`src/rtl/axis_noc_ejection_buffer.sv`:
```
// NoC ejection buffer: stores router flits in a small circular FIFO, presents them as an
// AXI4-Stream master, returns one credit per delivered flit and tracks packet boundaries.
module axis_noc_ejection_buffer #(
   parameter int FLIT_WIDTH        = 128,
   parameter int TID_WIDTH         = 2,
   parameter int TDEST_WIDTH       = 4,
   parameter int DEST_WIDTH        = TDEST_WIDTH + TID_WIDTH,
   parameter int FLIT_BUFFER_DEPTH = 2,
   parameter int PKT_COUNT_WIDTH   = 16
) (
   input  logic                       clk_noc,
   input  logic                       rst_noc_sync,
   input  logic [FLIT_WIDTH-1:0]      data_in,
   input  logic [DEST_WIDTH-1:0]      dest_in,
   input  logic                       is_tail_in,
   input  logic                       send_in,
   output logic                       credit_out,
   output logic                       axis_out_tvalid,
   input  logic                       axis_out_tready,
   output logic [FLIT_WIDTH-1:0]      axis_out_tdata,
   output logic                       axis_out_tlast,
   output logic [TID_WIDTH-1:0]       axis_out_tid,
   output logic [TDEST_WIDTH-1:0]     axis_out_tdest,
   output logic                       overflow_err,
   output logic [PKT_COUNT_WIDTH-1:0] pkt_count,
   output logic                       in_packet
);
   localparam int PTR_W   = (FLIT_BUFFER_DEPTH > 1) ? $clog2(FLIT_BUFFER_DEPTH) : 1;
   localparam int CNT_W   = $clog2(FLIT_BUFFER_DEPTH + 1);
   localparam int ENTRY_W = FLIT_WIDTH + DEST_WIDTH + 1;
   localparam logic [PTR_W-1:0] LAST_PTR = PTR_W'(FLIT_BUFFER_DEPTH - 1);
   localparam logic [CNT_W-1:0] FULL_CNT = CNT_W'(FLIT_BUFFER_DEPTH);

   typedef enum logic {S_IDLE, S_IN_PKT} pkt_state_t;

   logic [ENTRY_W-1:0]         r_mem [FLIT_BUFFER_DEPTH];
   logic [PTR_W-1:0]           r_wr_ptr;
   logic [PTR_W-1:0]           r_rd_ptr;
   logic [CNT_W-1:0]           r_count;
   logic                       r_credit;
   logic                       r_overflow;
   logic [PKT_COUNT_WIDTH-1:0] r_pkt_count;
   pkt_state_t                 r_state;
   pkt_state_t                 w_state_next;

   logic                       w_empty;
   logic                       w_full;
   logic                       w_pop;
   logic                       w_push;
   logic                       w_drop;
   logic [ENTRY_W-1:0]         w_head;
   logic [DEST_WIDTH-1:0]      w_head_dest;
   logic                       w_head_tail;

   assign w_empty = (r_count == '0);
   assign w_full  = (r_count == FULL_CNT);
   // A full FIFO still accepts a flit when the head leaves in the same cycle.
   assign w_pop   = !rst_noc_sync && !w_empty && axis_out_tready;
   assign w_push  = !rst_noc_sync && send_in && (!w_full || w_pop);
   assign w_drop  = !rst_noc_sync && send_in && w_full && !w_pop;

   assign w_head      = r_mem[r_rd_ptr];
   assign w_head_dest = w_head[DEST_WIDTH:1];
   assign w_head_tail = w_head[0];

   always_ff @(posedge clk_noc) begin
      if (w_push) begin
         r_mem[r_wr_ptr] <= {data_in, dest_in, is_tail_in};
      end
   end

   always_ff @(posedge clk_noc) begin
      if (rst_noc_sync) begin
         r_wr_ptr    <= '0;
         r_rd_ptr    <= '0;
         r_count     <= '0;
         r_credit    <= 1'b0;
         r_overflow  <= 1'b0;
         r_pkt_count <= '0;
      end else begin
         if (w_push) begin
            r_wr_ptr <= (r_wr_ptr == LAST_PTR) ? '0 : r_wr_ptr + PTR_W'(1);
         end
         if (w_pop) begin
            r_rd_ptr <= (r_rd_ptr == LAST_PTR) ? '0 : r_rd_ptr + PTR_W'(1);
         end
         case ({w_push, w_pop})
            2'b10:   r_count <= r_count + CNT_W'(1);
            2'b01:   r_count <= r_count - CNT_W'(1);
            default: r_count <= r_count;
         endcase
         r_credit <= w_pop;
         if (w_drop) begin
            r_overflow <= 1'b1;
         end
         if (w_pop && w_head_tail) begin
            r_pkt_count <= r_pkt_count + PKT_COUNT_WIDTH'(1);
         end
      end
   end

   always_ff @(posedge clk_noc) begin
      if (rst_noc_sync) begin
         r_state <= S_IDLE;
      end else begin
         r_state <= w_state_next;
      end
   end

   always_comb begin
      w_state_next = r_state;
      if (w_pop) begin
         case (r_state)
            S_IDLE:   if (!w_head_tail) w_state_next = S_IN_PKT;
            S_IN_PKT: if (w_head_tail)  w_state_next = S_IDLE;
            default:  w_state_next = S_IDLE;
         endcase
      end
   end

   assign axis_out_tvalid = !w_empty;
   assign axis_out_tdata  = w_head[ENTRY_W-1 -: FLIT_WIDTH];
   assign axis_out_tid    = w_head_dest[DEST_WIDTH-1:TDEST_WIDTH];
   assign axis_out_tdest  = w_head_dest[TDEST_WIDTH-1:0];
   assign axis_out_tlast  = w_head_tail;
   assign credit_out      = r_credit;
   assign overflow_err    = r_overflow;
   assign pkt_count       = r_pkt_count;
   assign in_packet       = (r_state == S_IN_PKT);
endmodule

```
`config.mk`:
```
export PLATFORM = sky130hd
export DESIGN_NAME = axis_noc_ejection_buffer
export DESIGN_NICKNAME = d
export VERILOG_FILES = /design/src/rtl/axis_noc_ejection_buffer.sv
export SDC_FILE = /design/constraint.sdc
export NUM_CORES = 1
export LEC_CHECK = 0
export CAP_MARGIN = 25
export CORE_ASPECT_RATIO = 1.2
export CORE_MARGIN = 1.5
export CORE_UTILIZATION = 30
export CTS_CLUSTER_SIZE = 30
export DETAILED_ROUTE_END_ITERATION = 16
export MAX_ROUTING_LAYER = met4
export PLACE_DENSITY_LB_ADDON = 0.08
export SLEW_MARGIN = 15
export SYNTH_ARGS = -nofsm -noshare
export SYNTH_HDL_FRONTEND = slang
export SYNTH_SLANG_ARGS = --single-unit
export TNS_END_PERCENT = 30
```
`constraint.sdc`:
```
create_clock -name clk_noc -period 32.2 [get_ports clk_noc]
set_clock_uncertainty 0.2 [all_clocks]
set_input_delay 9.66 -clock clk_noc [delete_from_list [all_inputs] [get_ports clk_noc]]
set_output_delay 9.66 -clock clk_noc [all_outputs]
set_load 0.02 [all_outputs]
```
==> qor.yml, run 1 <==
routing:
  drtAntennaViolNets: 0
  routed.top_layer: "met4"
  wl_met3_um: 1810
  vias: 5965
  routed_wirelength_um: 25000
  route.met2.wl_um: 13000
  drtPass1Iterations: 7
  drt-met1-wl_um: 9710
  wl_per_cell_um: 18.6
  drt_iter0_markers: 304
  routed_via_density: 4.44
  route.detailed.drc: 0
logic_synthesis:
  synthTopCellsByCount: "edfxtp_1 (270), mux2_2 (135), dfxtp_1 (24)"
  ys_ff_latch: 294
  synth_top_cell_by_area: "edfxtp_1"
  synth_top_area_share_pct: 75.3
  async_reset_ff_share_pct: 0
  synth_flop_cell: "edfxtp_1"
  synth_edf_count: 270
  ys_types: 35
  syn_nets: 683
  syn-instance-count: 543
  netlist_area_sq_mm: 0.0108
  yosys_warnings: 0
  seq_area_frac_synth_pct: 79.7
  avgSynthCellArea_sq_um: 19.8
  synth.most_common_cell: "edfxtp_1"
  synth_area_leaders: "edfxtp_1 (75%), mux2_2 (14%), dfxtp_1 (4.5%)"
power:
  pwr-share-seq_pct: 50.8
  power.density_mw_per_mm2: 56.5
  p_sw_share_pct: 21.1
  combPwrFrac_pct: 10.3
  internal-power_mw: 0.680
  netSwitchingPower_mw: 0.182
  clockPowerShare_pct: 38.9
  leakage_nw: 4.96
  peakVddDrop_mv: 0.0418
layout:
  fin_nets: 996
  stdcell_count: 1344
  multi_input_area_sq_mm: 0.00208
  fill_cells: 3137
  post-route-util_pct: 43.4
  drive_gt1_share_pct: 21.5
  ff_latch_area_sq_mm: 0.00859
  syn_to_final_growth_pct: 41.8
placement:
  dpl.hpwl_um: 16400
  io_buffers: 293
  gp_congestion: 0.775
  dp.cells: 1284
  place_ws_ps: 19280
global_routing:
  grt_pass1_vias: 6463
  antenna_found_initial: 5
  overflow: 0
  track_usage_pct: 13.5
  grt_pass1_wl_um: 36900
  grt_max_degree: 76
clock_network:
  post_cts_resized: 0
  ctsHoldBuffers: 0
  cts_max_path_buffers: 3
  cts_buffers: 31
  root_buffer: "clkbuf_16"
  clock_latency_ps: 550
  cts_max_level: 1
  clkTransAtPathRegs_ps: 60
  cts_tree: "yes"
  cts_sinks: 294
  post_cts_buffers: 0
sta:
  setup_violations: 0
  hold_slack_ps: 286
  tns_ps: 0
  max_freq_mhz: 76.2
  rsz0062_at_grt: "false"
  slew_violations: 0
  tightest_slew_ps: 997
  finalCritPeriodShare_pct: 40.7
  fin_crit_ps: 13120
  hold_violations: 0
  fin_ws_ps: 19080
  relSlewSlack_pct: 33.5
worst_setup_path:
  end_kind: "output port"
  r2r-start: "r_count[0]"
  cp_max_fo: 61
  max_stage_delay_ps: 910
  crit_required_ps: 22340
  cp_slowest_cell: "dfxtp_4"
  worst_ep_arrival_time_ps: 3260
  crit_chain: "buf_4 > buf_16 > mux2_2 > clkdlybuf4s50_1"
  cp_num_buf_inv: 3
  crit_family: "buffers and inverters"
  crit_type: "flop to output port"
  start_kind: "flop"
floorplanning:
  start_util_pct: 30.6
  row_count: 75
  core_sq_mm: 0.0352
  fp.dieH_um: 211
  die_area_sq_mm: 0.0370
  io_pins: 294
  die_x_um: 176
min_path:
  min-delay-start: "overflow_err"
  hold_class: "flop to flop"
job:
  drv_cap: 0
run_status:
  status: "completed"
==> power groups by stage <==
stage,sequential [mW],clock (mW),combinational (mW)
after global routing,0.439,0.362,0.0943
after floorplan,0.448,0,0.0400
final,0.438,0.335,0.0889
after CTS,0.438,0.348,0.0902
after detailed placement,0.446,0,0.0897
after global placement,0.445,0,0.0886
==> final timing paths <==
path                                      endpoint  slack [ps]  depth (start not counted)
worst max-delay path            axis_out_tdata[38]       19080                          4
worst min-delay path                  overflow_err         290                          2
worst max register to register       r_mem[1][134]       29130                          5
worst min register to register        overflow_err         290                          2
==> registers in the layout (all words and copies together) (netlist names), named ones only <==
signal        flops
credit_out        1
in_packet         1
overflow_err      1
pkt_count        16
r_count           2
r_mem           270
r_rd_ptr          1
r_wr_ptr          1
==> per-layer routing <==
metal / track usage (%) / up-vias
met5: - / -
met4: 4.86 / 0
met3: 3.75 / 36
met2: 23.5 / 192
met1: 14.7 / 2957
li1: - / 2780
==> logic make-up (layout without fill, tap and decap cells) <==
kind of cell | after synthesis | in the layout | synth area share, %
flip-flops | 294 | 294 | 79.7
multiplexers | 138 | 138 | 14.4
AND/OR/NAND/NOR | 48 | 48 | 2.47
AO/OA/AOI/OAI | 31 | 31 | 1.95
buffers and inverters | 27 | 360 | 0.987
XOR/XNOR | 4 | 4 | 0.325
adder cells (fa/ha/maj) | 1 | 1 | 0.116
other | 0 | 6 | 0
==> cell usage in the layout (no fill, tap or decap), types with 4 or more instances in the layout <==
cell and n:
a21oi_1 9, buf_4 7, clkbuf_1 10, clkbuf_16 33, clkdlybuf4s50_1 293, dfxtp_1 23
diode_2 6, edfxtp_1 270, inv_1 6, mux2_2 135, nand2_1 7, nand2b_1 5
nand3_1 4, nor2_1 10, o21ai_0 6, o311ai_0 6, o41ai_1 6, or3_1 4
==> worst reg2reg max path, cell delays in order (launching register included) <==
cell	delay [ps]
dfxtp_1	390
nand2b_1	120
o21ai_0	180
nor3b_2	260
buf_4	640
buf_4	830
==> cell type report <==
| type | count | area share, % |
|---|---|---|
| sequential | 294 | 56.3 |
| timing repair buffer | 301 | 19.7 |
| multi-input combinational | 222 | 13.7 |
| clock buffer | 46 | 5.93 |
| tap | 462 | 3.79 |
| clock inverter | 7 | 0.369 |
| inverter | 6 | 0.148 |
| antenna | 6 | 0.0984 |
==> per-stage QoR <==
step                      instance area, sq um  power [mW]
after floorplan                          10800       0.488
after global placement                   14300       0.534
after detailed placement                 14300       0.535
after CTS                                15200       0.876
after global routing                     15300       0.895
final                                    15300       0.862
Power figures use the tool's default switching activity.
==> run 2, diff against run 1 <==
==> constraint.sdc (replaced) <==
create_clock -name clk_noc -period 12.6 [get_ports clk_noc]
set_clock_uncertainty 0.2 [all_clocks]
set_input_delay 3.78 -clock clk_noc [delete_from_list [all_inputs] [get_ports clk_noc]]
set_output_delay 3.78 -clock clk_noc [all_outputs]
set_load 0.02 [all_outputs]
==> qor.yml, run 2 (synthesis gave the netlist of run 1 again) <==
run_status:
  status: "completed"
floorplanning:
  core_sq_mm: 0.0352  # unchanged
  row_count: 75  # unchanged
  start_util_pct: 30.6  # unchanged
  die_x_um: 176  # unchanged
  fp.dieH_um: 211  # unchanged
  io_pins: 294  # unchanged
  die_area_sq_mm: 0.0370  # unchanged
placement:
  io_buffers: 293  # unchanged
  dp.cells: 1284  # unchanged
  gp_congestion: 0.750  # -3.3%
  dpl.hpwl_um: 17100  # +3.8%
  postPlaceCellArea_sq_mm: 0.0143  # about the same
  place_ws_ps: 5590  # -13,690 ps
routing:
  routed_wirelength_um: 25600  # +2.4%
  drtAntennaViolNets: 0  # unchanged
  drt_iter0_markers: 320  # +5.3%
  wl_per_cell_um: 19.0  # +2.3%
  routed_via_density: 4.43  # -0.17%
  drtPass1Iterations: 4  # -3
  route.detailed.drc: 0  # unchanged
  vias: 5964  # -0.017%
sta:
  setup_violations: 0  # unchanged
  fin_ws_ps: 5400  # -13,670 ps
  hold_slack_ps: 296  # +9.98 ps
  hold_violations: 0  # unchanged
  max_freq_mhz: 139
  tns_ps: 0  # unchanged
  fin_crit_ps: 7200
  tightest_slew_ps: 979  # -18.3 ps
  relSlewSlack_pct: 34.7  # +1.2 points
  finalCritPeriodShare_pct: 57.1
  rsz0062_at_grt: "false"
  slew_violations: 0  # unchanged
worst_setup_path:
  max_stage_delay_ps: 890  # -20 ps
  reg2reg_slack_ps: 9260  # -19,870 ps
  r2r_cells: 5  # unchanged
  start_kind: "flop"
  crit_required_ps: 8620  # -13,720 ps
  crit_chain: "buf_4 > buf_16 > mux2_2 > clkdlybuf4s50_1"
  crit_type: "flop to output port"
  cp_slowest_cell: "dfxtp_4"
  cp_max_fo: 60  # -1.6%
  r2r_end: "pkt_count[10]"
  worst_ep_arrival_time_ps: 3220  # -40 ps
  end_kind: "output port"
clock_network:
  root_buffer: "clkbuf_16"
  clock_latency_ps: 550  # about the same
  cts_max_path_buffers: 3  # unchanged
  post_cts_buffers: 0  # unchanged
  cts_tree: "yes"
  post_cts_resized: 0  # unchanged
  cts_sinks: 294  # unchanged
  ctsHoldBuffers: 0  # unchanged
  cts_max_level: 1  # unchanged
  clkTransAtPathRegs_ps: 60  # about the same
  cts_buffers: 30  # -3.2%
min_path:
  hold_end: "pkt_count[15]"
  hold_class: "flop to flop"
  hold_depth: 2  # unchanged
  min-delay-start: "pkt_count[15]"
layout:
  stdcell_count: 1346  # +0.15%
  syn_to_final_growth_pct: 41.7  # about the same
  post-route-util_pct: 43.4  # about the same
  final_common_cell: "clkdlybuf4s50_1"
  fin_nets: 996  # unchanged
  fin_area_sq_mm: 0.0153  # about the same
  largest-register: "r_mem"
  fill_cells: 3188  # +1.6%
  drive_gt1_share_pct: 21.4  # -0.098 points
  final_cell_mix: "clkdlybuf4s50_1 (293), edfxtp_1 (270), mux2_2 (135), clkbuf_16 (31), dfxtp_1 (23)"
  largest_reg_flops: 270  # unchanged
global_routing:
  grt_pass1_wl_um: 38000  # +3.1%
  antenna_found_initial: 3  # -2
  track_usage_pct: 14.0  # +0.47 points
  grt_max_degree: 77  # +1.3%
  grt_pass1_vias: 6540  # +1.2%
  overflow: 0  # unchanged
power:
  power_mw: 2.18  # +150%
  leakage_nw: 4.96  # -0.11%
  peakVddDrop_mv: 0.0872  # +110%
  power.density_mw_per_mm2: 143  # +150%
job:
  drv_cap: 0  # unchanged
-- run 2: critical path, delay by kind of cell, from the launching register on --
family / cells / cell delay (ps)
DFF: 1 / 890
muxes: 1 / 380
buffers and inverters: 3 / 1350
-- run 2: worst max-delay path by stage --
stage                                to  depth (start not counted)
floorplan                   r_mem[0][0]                          2
global placement         axis_out_tlast                          4
detailed placement        r_mem[1][125]                          4
CTS                      axis_out_tlast                          4
global route         axis_out_tdata[98]                          4
finish              axis_out_tdata[125]                          4
-- run 2: layout make-up --
| class | instances | area (sq um) | share of cell area (%) |
|---|---|---|---|
| tap | 462 | 578 | 3.79 |
| inverter | 6 | 22.5 | 0.148 |
| multi-input combinational | 222 | 2090 | 13.7 |
| timing repair buffer | 302 | 3040 | 19.9 |
| sequential | 294 | 8590 | 56.3 |
| clock buffer | 42 | 837 | 5.49 |
| clock inverter | 14 | 87.6 | 0.574 |
| antenna | 4 | 10.0 | 0.0656 |
-- run 2: power breakdown --
part / total (mW) / internal (mW) / switching, mW
Combinational: 0.228 / 0.122 / 0.106
Clock: 0.833 / 0.480 / 0.353
Sequential: 1.12 / 1.11 / 0.0117
-- run 2: layer usage --
| layer | routed length (um) | GRT usage [%] | vias to the layer above |
|---|---|---|---|
| met4 | 605 | 4.83 | 0 |
| met3 | 1740 | 3.37 | 37 |
| met5 | 0 | - | - |
| met1 | 9480 | 14.9 | 2940 |
| met2 | 13800 | 25.2 | 212 |
| li1 | - | - | 2775 |
==> run 3, diff against run 2 <==
==> constraint.sdc (replaced) <==
create_clock -name clk_noc -period 6.75 [get_ports clk_noc]
set_clock_uncertainty 0.2 [all_clocks]
set_input_delay 2.025 -clock clk_noc [delete_from_list [all_inputs] [get_ports clk_noc]]
set_output_delay 2.025 -clock clk_noc [all_outputs]
set_load 0.02 [all_outputs]
==> qor.yml, run 3 (synthesis gave the netlist of run 1 again) <==
layout:
  final_common_cell: "clkdlybuf4s50_1"
  largest-register: "r_mem"
  largest_reg_flops: 270  # unchanged
  syn_to_final_growth_pct: 42.7
  fin_nets: 994  # -0.20%
  drive_gt1_share_pct: 21.7  # +0.30 points
  fill_cells: 3122  # -2.1%
  final_cell_mix: "clkdlybuf4s50_1 (293), edfxtp_1 (270), mux2_2 (135), clkbuf_16 (31), dfxtp_1 (23)"
  stdcell_count: 1341  # -0.37%
routing:
  route.met2.wl_um: 13300  # -3.8%
  routed.top_layer: "met4"
  drtAntennaViolNets: 0  # unchanged
  vias: 5954  # -0.17%
  route.detailed.drc: 0  # unchanged
  routed_via_density: 4.44  # +0.20%
  drtPass1Iterations: 5  # +1
  routed_wirelength_um: 24800  # -3.0%
  wl_met3_um: 1840  # +6.2%
  wl_per_cell_um: 18.5  # -2.7%
  drt_iter0_markers: 336  # +5.0%
  drt-met1-wl_um: 9100  # -4.0%
sta:
  fin_crit_ps: 5140
  tns_ps: 0  # unchanged
  setup_violations: 0  # unchanged
  hold_violations: 0  # unchanged
  rsz0062_at_grt: "false"
  relSlewSlack_pct: 37.3  # +2.6 points
  max_freq_mhz: 195
  slew_violations: 0  # unchanged
  finalCritPeriodShare_pct: 76.1
  hold_slack_ps: 294  # -2.77 ps
  tightest_slew_ps: 937  # -42.3 ps
floorplanning:
  row_count: 75  # unchanged
  core_sq_mm: 0.0352  # unchanged
  fp.dieH_um: 211  # unchanged
  die_area_sq_mm: 0.0370  # unchanged
  io_pins: 294  # unchanged
  start_util_pct: 30.6  # unchanged
  die_x_um: 176  # unchanged
global_routing:
  track_usage_pct: 13.6  # -0.35 points
  antenna_found_initial: 1  # -2
  grt_pass1_wl_um: 37200  # -2.2%
  grt_max_degree: 107  # +39%
  overflow: 0  # unchanged
  grt_pass1_vias: 6425  # -1.8%
clock_network:
  ctsHoldBuffers: 0  # unchanged
  cts_tree: "yes"
  cts_buffers: 31  # +3.3%
  clkTransAtPathRegs_ps: 60  # about the same
  clock_latency_ps: 560  # about the same
  cts_max_path_buffers: 3  # unchanged
  cts_max_level: 1  # unchanged
  cts_sinks: 294  # unchanged
  root_buffer: "clkbuf_16"
  post_cts_buffers: 0  # unchanged
  post_cts_resized: 0  # unchanged
run_status:
  status: "completed"
worst_setup_path:
  reg2reg_slack_ps: 3670  # -5590 ps
  r2r_end: "pkt_count[10]"
  end_kind: "output port"
  r2r_cells: 4  # -1
  worst_ep_arrival_time_ps: 2910  # -310 ps
  cp_max_fo: 77  # +28%
  crit_type: "flop to output port"
  start_kind: "flop"
  crit_required_ps: 4530  # -4090 ps
placement:
  dp.cells: 1283  # -0.078%
  dpl.hpwl_um: 16400  # -3.9%
  gp_congestion: 0.736  # -1.7%
  io_buffers: 293  # unchanged
power:
  peakVddDrop_mv: 0.204  # +130%
  leakage_nw: 5.00  # +0.94%
  power.density_mw_per_mm2: 279  # +95%
min_path:
  hold_depth: 2  # unchanged
  hold_end: "in_packet"
  min-delay-start: "in_packet"
  hold_class: "flop to flop"
job:
  drv_cap: 0  # unchanged
[run 3: changes by cell type in the layout (fill, tap and decap cells not counted), sizes merged]
| cell | change |
|---|---|
| bufinv | +6 |
| clkbuf | -6 |
| buf | -3 |
| diode | -2 |
[run 3: worst max-delay path, cell delays in order (launching register included)]
cell             delay (ps)
dfxtp_4                 870
buf_12                  450
mux2_2                  400
clkdlybuf4s50_1         540
[run 3: how the worst max path moves through the flow]
stage                  from  cells past startpoint                  to  slack (ps)
3_5_place_dp   rst_noc_sync                      5       pkt_count[10]        1720
4_1_cts                flop                      3   axis_out_tdest[1]        1460
6_report               flop                      3  axis_out_tdata[19]        1610
2_1_floorplan  rst_noc_sync                      2         r_mem[0][0]       -1480
3_3_place_gp   rst_noc_sync                      5       pkt_count[12]        1780
5_1_grt                flop                      3   axis_out_tdest[1]        1400
[run 3: area by class of cell]
| type | instances | area (sq um) | area share (%) |
|---|---|---|---|
| Tap cell | 462 | 578 | 3.76 |
| Inverter | 6 | 22.5 | 0.147 |
| Sequential cell | 294 | 8590 | 55.9 |
| Clock inverter | 20 | 273 | 1.78 |
| Timing Repair Buffer | 299 | 3000 | 19.5 |
| Multi-Input combinational cell | 222 | 2100 | 13.6 |
| Clock buffer | 36 | 795 | 5.17 |
| Antenna cell | 2 | 5.00 | 0.0326 |
[run 3: where the power goes]
group	internal [mW]	switching [mW]
sequential	2.06	0.0227
clock	1.10	0.670
combinational	0.225	0.196
total	3.39	0.889
[run 3: per-layer routing]
metal	global-route usage [%]	up-vias
met5	-	-
met4	4.89	0
met3	3.90	41
met2	24.1	198
met1	14.4	2942
li1	-	2773
[run 3: stage by stage]
stage / power [mW] / util (%) / cell area (sq um) / setup WS (ps)
final: 4.28 / 43.7 / 15400 / 1610
after global routing: 4.45 / 43.7 / 15400 / 1400
after CTS: 4.36 / 43.6 / 15400 / 1460
after detailed placement: 2.55 / 40.6 / 14300 / 1720
after global placement: 2.54 / 40.6 / 14300 / 1780
after floorplan: 2.32 / - / 10800 / -1480
